**config.mk**
```make
export PLATFORM = sky130hd
export DESIGN_NAME = ped_walk_signal
export DESIGN_NICKNAME = d
export VERILOG_FILES = /design/src/rtl/ped_walk_signal.sv
export SDC_FILE = /design/constraint.sdc
export NUM_CORES = 1
export LEC_CHECK = 0
export CAP_MARGIN = 25
export CORE_ASPECT_RATIO = 0.75
export CORE_MARGIN = 3
export CORE_UTILIZATION = 25
export DETAILED_ROUTE_END_ITERATION = 10
export PLACE_DENSITY = 0.45
export SYNTH_ARGS = -nofsm -noshare
export SYNTH_HDL_FRONTEND = slang
export SYNTH_SLANG_ARGS = --single-unit
```
**constraint.sdc**
```tcl
create_clock -name clk -period 4.49 [get_ports clk]
set_input_delay 1.347 -clock clk [delete_from_list [all_inputs] [get_ports clk]]
set_output_delay 1.347 -clock clk [all_outputs]
set_load 0.02 [all_outputs]
```
**src/rtl/ped_walk_signal.sv**
```systemverilog
// ped_walk_signal
//   Pedestrian crossing controller. It sits downstream of the vehicle traffic
//   light FSM and reads that FSM's red/yellow/green outputs.
//   - A push-button request is latched and then granted as WALK, but only at
//     the start of a red phase.
//   - After WALK comes a flashing DON'T-WALK clearance interval.
//   - If red ends early, the controller drops to steady DON'T-WALK.
//   - It locks out on any illegal light pattern.
//
//   state | meaning
//   ------+-------------------------------------------------------------
//   IDLE  | steady DON'T-WALK, latching requests, waiting for a red rise
//   WALK  | WALK lamp on, counting down WALK_TICKS
//   FLASH | flashing DON'T-WALK clearance, counting down FLASH_TICKS
//   HOLD  | steady DON'T-WALK until the current red phase ends
//   FAULT | illegal light pattern seen; locked until reset
//
// Ports
//   clk        system clock, rising edge
//   reset      asynchronous active-high reset
//   tick       one-cycle timebase strobe
//   button     pedestrian push-button (asynchronous level)
//   red/yellow/green  vehicle lights from the traffic light FSM
//   walk       WALK lamp
//   dont_walk  DON'T-WALK lamp (steady or flashing)
//   req_pend   request latched, awaiting grant
//   countdown  ticks remaining in WALK/FLASH, 0 otherwise
//   abort      one-cycle pulse when WALK/FLASH is cut short by red ending
//   fault      sticky illegal-light flag
module ped_walk_signal #(
    parameter int WALK_TICKS  = 10,
    parameter int FLASH_TICKS = 6,
    parameter int CW          = 5
) (
    input  logic          clk,
    input  logic          reset,
    input  logic          tick,
    input  logic          button,
    input  logic          red,
    input  logic          yellow,
    input  logic          green,
    output logic          walk,
    output logic          dont_walk,
    output logic          req_pend,
    output logic [CW-1:0] countdown,
    output logic          abort,
    output logic          fault
);

    typedef enum logic [2:0] {
        S_IDLE,
        S_WALK,
        S_FLASH,
        S_HOLD,
        S_FAULT
    } state_t;

    localparam logic [CW-1:0] WALK_LOAD  = CW'(WALK_TICKS);
    localparam logic [CW-1:0] FLASH_LOAD = CW'(FLASH_TICKS);
    localparam logic [CW-1:0] CNT_ONE    = CW'(1);

    state_t state;
    logic   btn_s1, btn_s2, btn_s3;
    logic   red_q;
    logic   btn_rise;
    logic   red_rise;
    logic   lights_ok;

    // btn_s3 only serves edge detection, so the request registers on the
    // third edge that samples the button high.
    assign btn_rise  = btn_s2 & ~btn_s3;
    assign red_rise  = red & ~red_q;
    assign lights_ok = ({red, yellow, green} == 3'b100) ||
                       ({red, yellow, green} == 3'b010) ||
                       ({red, yellow, green} == 3'b001);

    always_ff @(posedge clk or posedge reset) begin
        if (reset) begin
            state     <= S_IDLE;
            btn_s1    <= 1'b0;
            btn_s2    <= 1'b0;
            btn_s3    <= 1'b0;
            red_q     <= 1'b0;
            walk      <= 1'b0;
            dont_walk <= 1'b1;
            req_pend  <= 1'b0;
            countdown <= '0;
            abort     <= 1'b0;
            fault     <= 1'b0;
        end else begin
            btn_s1 <= button;
            btn_s2 <= btn_s1;
            btn_s3 <= btn_s2;
            red_q  <= red;
            abort  <= 1'b0;

            if (!lights_ok) begin
                // Lockout overrides every other transition, from any state.
                state     <= S_FAULT;
                walk      <= 1'b0;
                dont_walk <= 1'b1;
                countdown <= '0;
                req_pend  <= 1'b0;
                fault     <= 1'b1;
            end else begin
                case (state)
                    S_IDLE: begin
                        walk      <= 1'b0;
                        dont_walk <= 1'b1;
                        countdown <= '0;
                        // Only a fresh red rise grants. A request latched
                        // during red therefore waits for the next red phase.
                        if (req_pend && red_rise) begin
                            state     <= S_WALK;
                            walk      <= 1'b1;
                            dont_walk <= 1'b0;
                            countdown <= WALK_LOAD;
                            req_pend  <= 1'b0;
                        end else if (btn_rise) begin
                            req_pend <= 1'b1;
                        end
                    end

                    S_WALK: begin
                        // Red ending early takes precedence over a
                        // coincident tick.
                        if (!red) begin
                            state     <= S_HOLD;
                            walk      <= 1'b0;
                            dont_walk <= 1'b1;
                            countdown <= '0;
                            abort     <= 1'b1;
                        end else if (tick) begin
                            if (countdown == CNT_ONE) begin
                                state     <= S_FLASH;
                                walk      <= 1'b0;
                                dont_walk <= 1'b1;
                                countdown <= FLASH_LOAD;
                            end else begin
                                countdown <= countdown - CNT_ONE;
                            end
                        end
                    end

                    S_FLASH: begin
                        if (!red) begin
                            state     <= S_HOLD;
                            walk      <= 1'b0;
                            dont_walk <= 1'b1;
                            countdown <= '0;
                            abort     <= 1'b1;
                        end else if (tick) begin
                            if (countdown == CNT_ONE) begin
                                state     <= S_HOLD;
                                dont_walk <= 1'b1;
                                countdown <= '0;
                            end else begin
                                countdown <= countdown - CNT_ONE;
                                dont_walk <= ~dont_walk;
                            end
                        end
                    end

                    S_HOLD: begin
                        walk      <= 1'b0;
                        dont_walk <= 1'b1;
                        countdown <= '0;
                        if (btn_rise) begin
                            req_pend <= 1'b1;
                        end
                        if (!red) begin
                            state <= S_IDLE;
                        end
                    end

                    S_FAULT: begin
                        walk      <= 1'b0;
                        dont_walk <= 1'b1;
                        countdown <= '0;
                        fault     <= 1'b1;
                    end

                    default: begin
                        state <= S_FAULT;
                    end
                endcase
            end
        end
    end

endmodule
```
==> flow_summary.yaml <==
floorplan:
  ios: 17
  die-area_sq_mm: 0.00496
  start_util_pct: 27.1
  core_sq_mm: 0.00383
  rows: 19
  die_h_microns: 61.8
  die_w_microns: 80.3
route:
  num_vias: 881
  routed_wl_microns: 2360
  drc_errors: 0
  drtIter0Drc: 78
  firstDrtPassIters: 5
  antenna_left: 0
  viasPerCell: 4.95
  wl_per_cell_microns: 13.2
synthesis:
  syn_nets: 120
  synthCells: 111
  synth_edf_count: 0
  async_reset_ff_share_pct: 100
  synth-simple-area-share_pct: 25.4
  synth_flop_cell: "dfrtp_1"
  synth_compound_area_share_pct: 19.0
  synth_fa_ha_area_share_pct: 4.47
  netlist_area_sq_mm: 0.00104
  synth_top_cell_by_area: "dfrtp_1"
  ys_types: 44
  ys_warn_count: 0
  synthTopCellsByArea: "dfrtp_1, o21ai_0, nand2_1"
  synth_seq_cells: 17
  synthMuxAreaShare_pct: 2.17
  yosysMostFrequentCell: "dfrtp_1"
  yosysSeqAreaShare_pct: 41.2
  avgSynthCellArea_sq_um: 9.33
  yosysTopAreaCellShare_pct: 38.6
  synth_xor_area_share_pct: 0.845
  netlist_top_cells_count: "dfrtp_1, nand2_1, nor2_1"
  synth_top_family_by_area: "simple AND/OR/NAND/NOR gates"
sta:
  final-setup-viol-count: 0
  fmax_ghz: 0.283
  hold_viol_final: 0
  tns_ns: 0
  relSlewSlack_pct: 44.0
  period_share_pct: 78.6
  fin_ws_ns: 0.961
  finalCriticalPeriod_ns: 3.53
  worst_pin_slew_ns: 0.833
  rsz0062_at_grt: "no"
  clock_skew_ns: 0.00648
  drv_slew: 0
min_path:
  hold_path_depth: 0
  hp-class: "flip-flop to flip-flop"
critical_path:
  critPathLaunchType: "input pin"
  crit_required_ns: 4.62
  crit_type: "input pin to flip-flop"
  worstPathArrival_ns: 3.66
  cp_max_fo: 15
  r2r_cells: 6
  worstSetupEndpointType: "flip-flop"
clock_tree:
  cts_tree: "built"
  cts_root_buf: "clkbuf_8"
  clkSlewWorstSetupHoldPaths_ns: 0.07
  post-cts-setup-buffers: 0
  clock_path_buffers: 2
  insertion_delay_ns: 0.26
  clock-sinks: 17
  hold_buffers: 0
  cts_buffers: 3
  cts_max_level: 1
  cts_resized: 0
placement:
  dpl.hpwl_microns: 1740
  portBuffers: 16
  gp_congestion: 0.863
  post-place-ws_ns: 0.725
global_routing:
  grt_max_degree: 18
  grtUsageTotal_pct: 10.4
  grt-ovfl-total: 0
  grt_pass1_vias: 771
  grt_pass1_wl_microns: 4040
  antenna_found_initial: 0
cells_and_area:
  drive_gt1_share_pct: 9.52
  fill_cells: 392
  areaGrowthSynthToFinish_pct: 22.0
  fin_nets: 136
  diodes: 0
power_and_ir_drop:
  power_density_mw_per_mm2: 232
  leakage_nw: 0.496
  ir_worst_vdd_uv: 95.4
flow_run:
  maxCapViolCount: 0
outcome:
  status: "complete, no violations"
==> sequential cells by signal (all words and copies together), names as in the netlist <==
register	flops
abort	1
btn_s1	1
btn_s2	1
btn_s3	1
countdown	5
dont_walk	1
fault	1
red_q	1
req_pend	1
state	3
walk	1
==> stage by stage <==
| step | hold WS [ns] | area [sq um] | instances | power [mW] | util (%) |
|---|---|---|---|---|---|
| 6_report | 0.351 | 1260 | 178 | 0.293 | 33.0 |
| 3_5_place_dp | 0.338 | 1210 | 174 | 0.179 | 31.7 |
| 3_3_place_gp | 0.335 | 1210 | 174 | 0.179 | 31.7 |
| 5_1_grt | 0.385 | 1260 | 178 | 0.309 | 33.0 |
| 4_1_cts | 0.356 | 1260 | 178 | 0.300 | 33.0 |
| 2_1_floorplan | 0.331 | 1040 | 111 | 0.170 | - |
==> report_power, final <==
group          internal, mW  leakage, nW  switching (mW)
clock                0.0625       0.0217          0.0552
combinational       0.00880        0.260          0.0110
sequential            0.155        0.214        0.000558
total                 0.226        0.496          0.0667
==> routing by layer <==
layer  vias up  wire length (microns)  GRT usage, %
met2        29                   1010          14.2
li1        434                      -             -
met4         0                      7          2.17
met1       416                   1170          16.2
met3         2                    174          3.03
met5         -                      0             0
==> logic make-up after synthesis <==
family                     after synthesis
AOI/OAI and AO/OA                       30
xor gates and xnor gates                 1
adders and majority gates                4
buffers and inverters                   11
DFF                                     17
muxes                                    2
and+or+nand+nor                         46
==> path summary, 6_finish.rpt <==
check	slack (ns)	from	to
min	0.35	btn_s1$_DFF_PP0_	btn_s2$_DFF_PP0_
min reg2reg	0.35	btn_s1$_DFF_PP0_	btn_s2$_DFF_PP0_
max	0.96	red	countdown[4]$_DFFE_PP0P_
min in group asynchronous	1.48	reset	countdown[3]$_DFFE_PP0P_
max in group asynchronous	2.58	reset	fault$_DFFE_PP0P_
max reg2reg	2.28	countdown[1]$_DFFE_PP0P_	state[0]$_DFFE_PP0P_
==> cells in the final DEF (no fill, tap or decap), types with 3 or more instances in the layout <==
cell type and count:
a211o_1 3, inv_1 5, nor2b_1 3, nor2_1 9, o21ai_0 8, dfrtp_1 16, clkdlybuf4s50_1 16, clkbuf_8 3
nand2b_1 5, nor3_1 4, nand2_1 10, a21oi_1 6
==> critical path, cell delays in order <==
cell             delay [ns]
clkdlybuf4s50_1        0.76
or3b_1                 0.39
o21a_2                 0.17
nor3_1                 0.69
or3_1                  0.23
o41ai_1                0.08
==> layout make-up <==
class	instances	area [sq um]	share of cell area [%]
sequential	17	427	33.8
clock buffer	3	41.3	3.27
inverter	5	18.8	1.49
timing repair buffer	17	168	13.3
multi-input combinational	83	537	42.5
tap	52	65.1	5.15
clock inverter	1	7.51	0.594
Power figures use the tool's default switching activity.
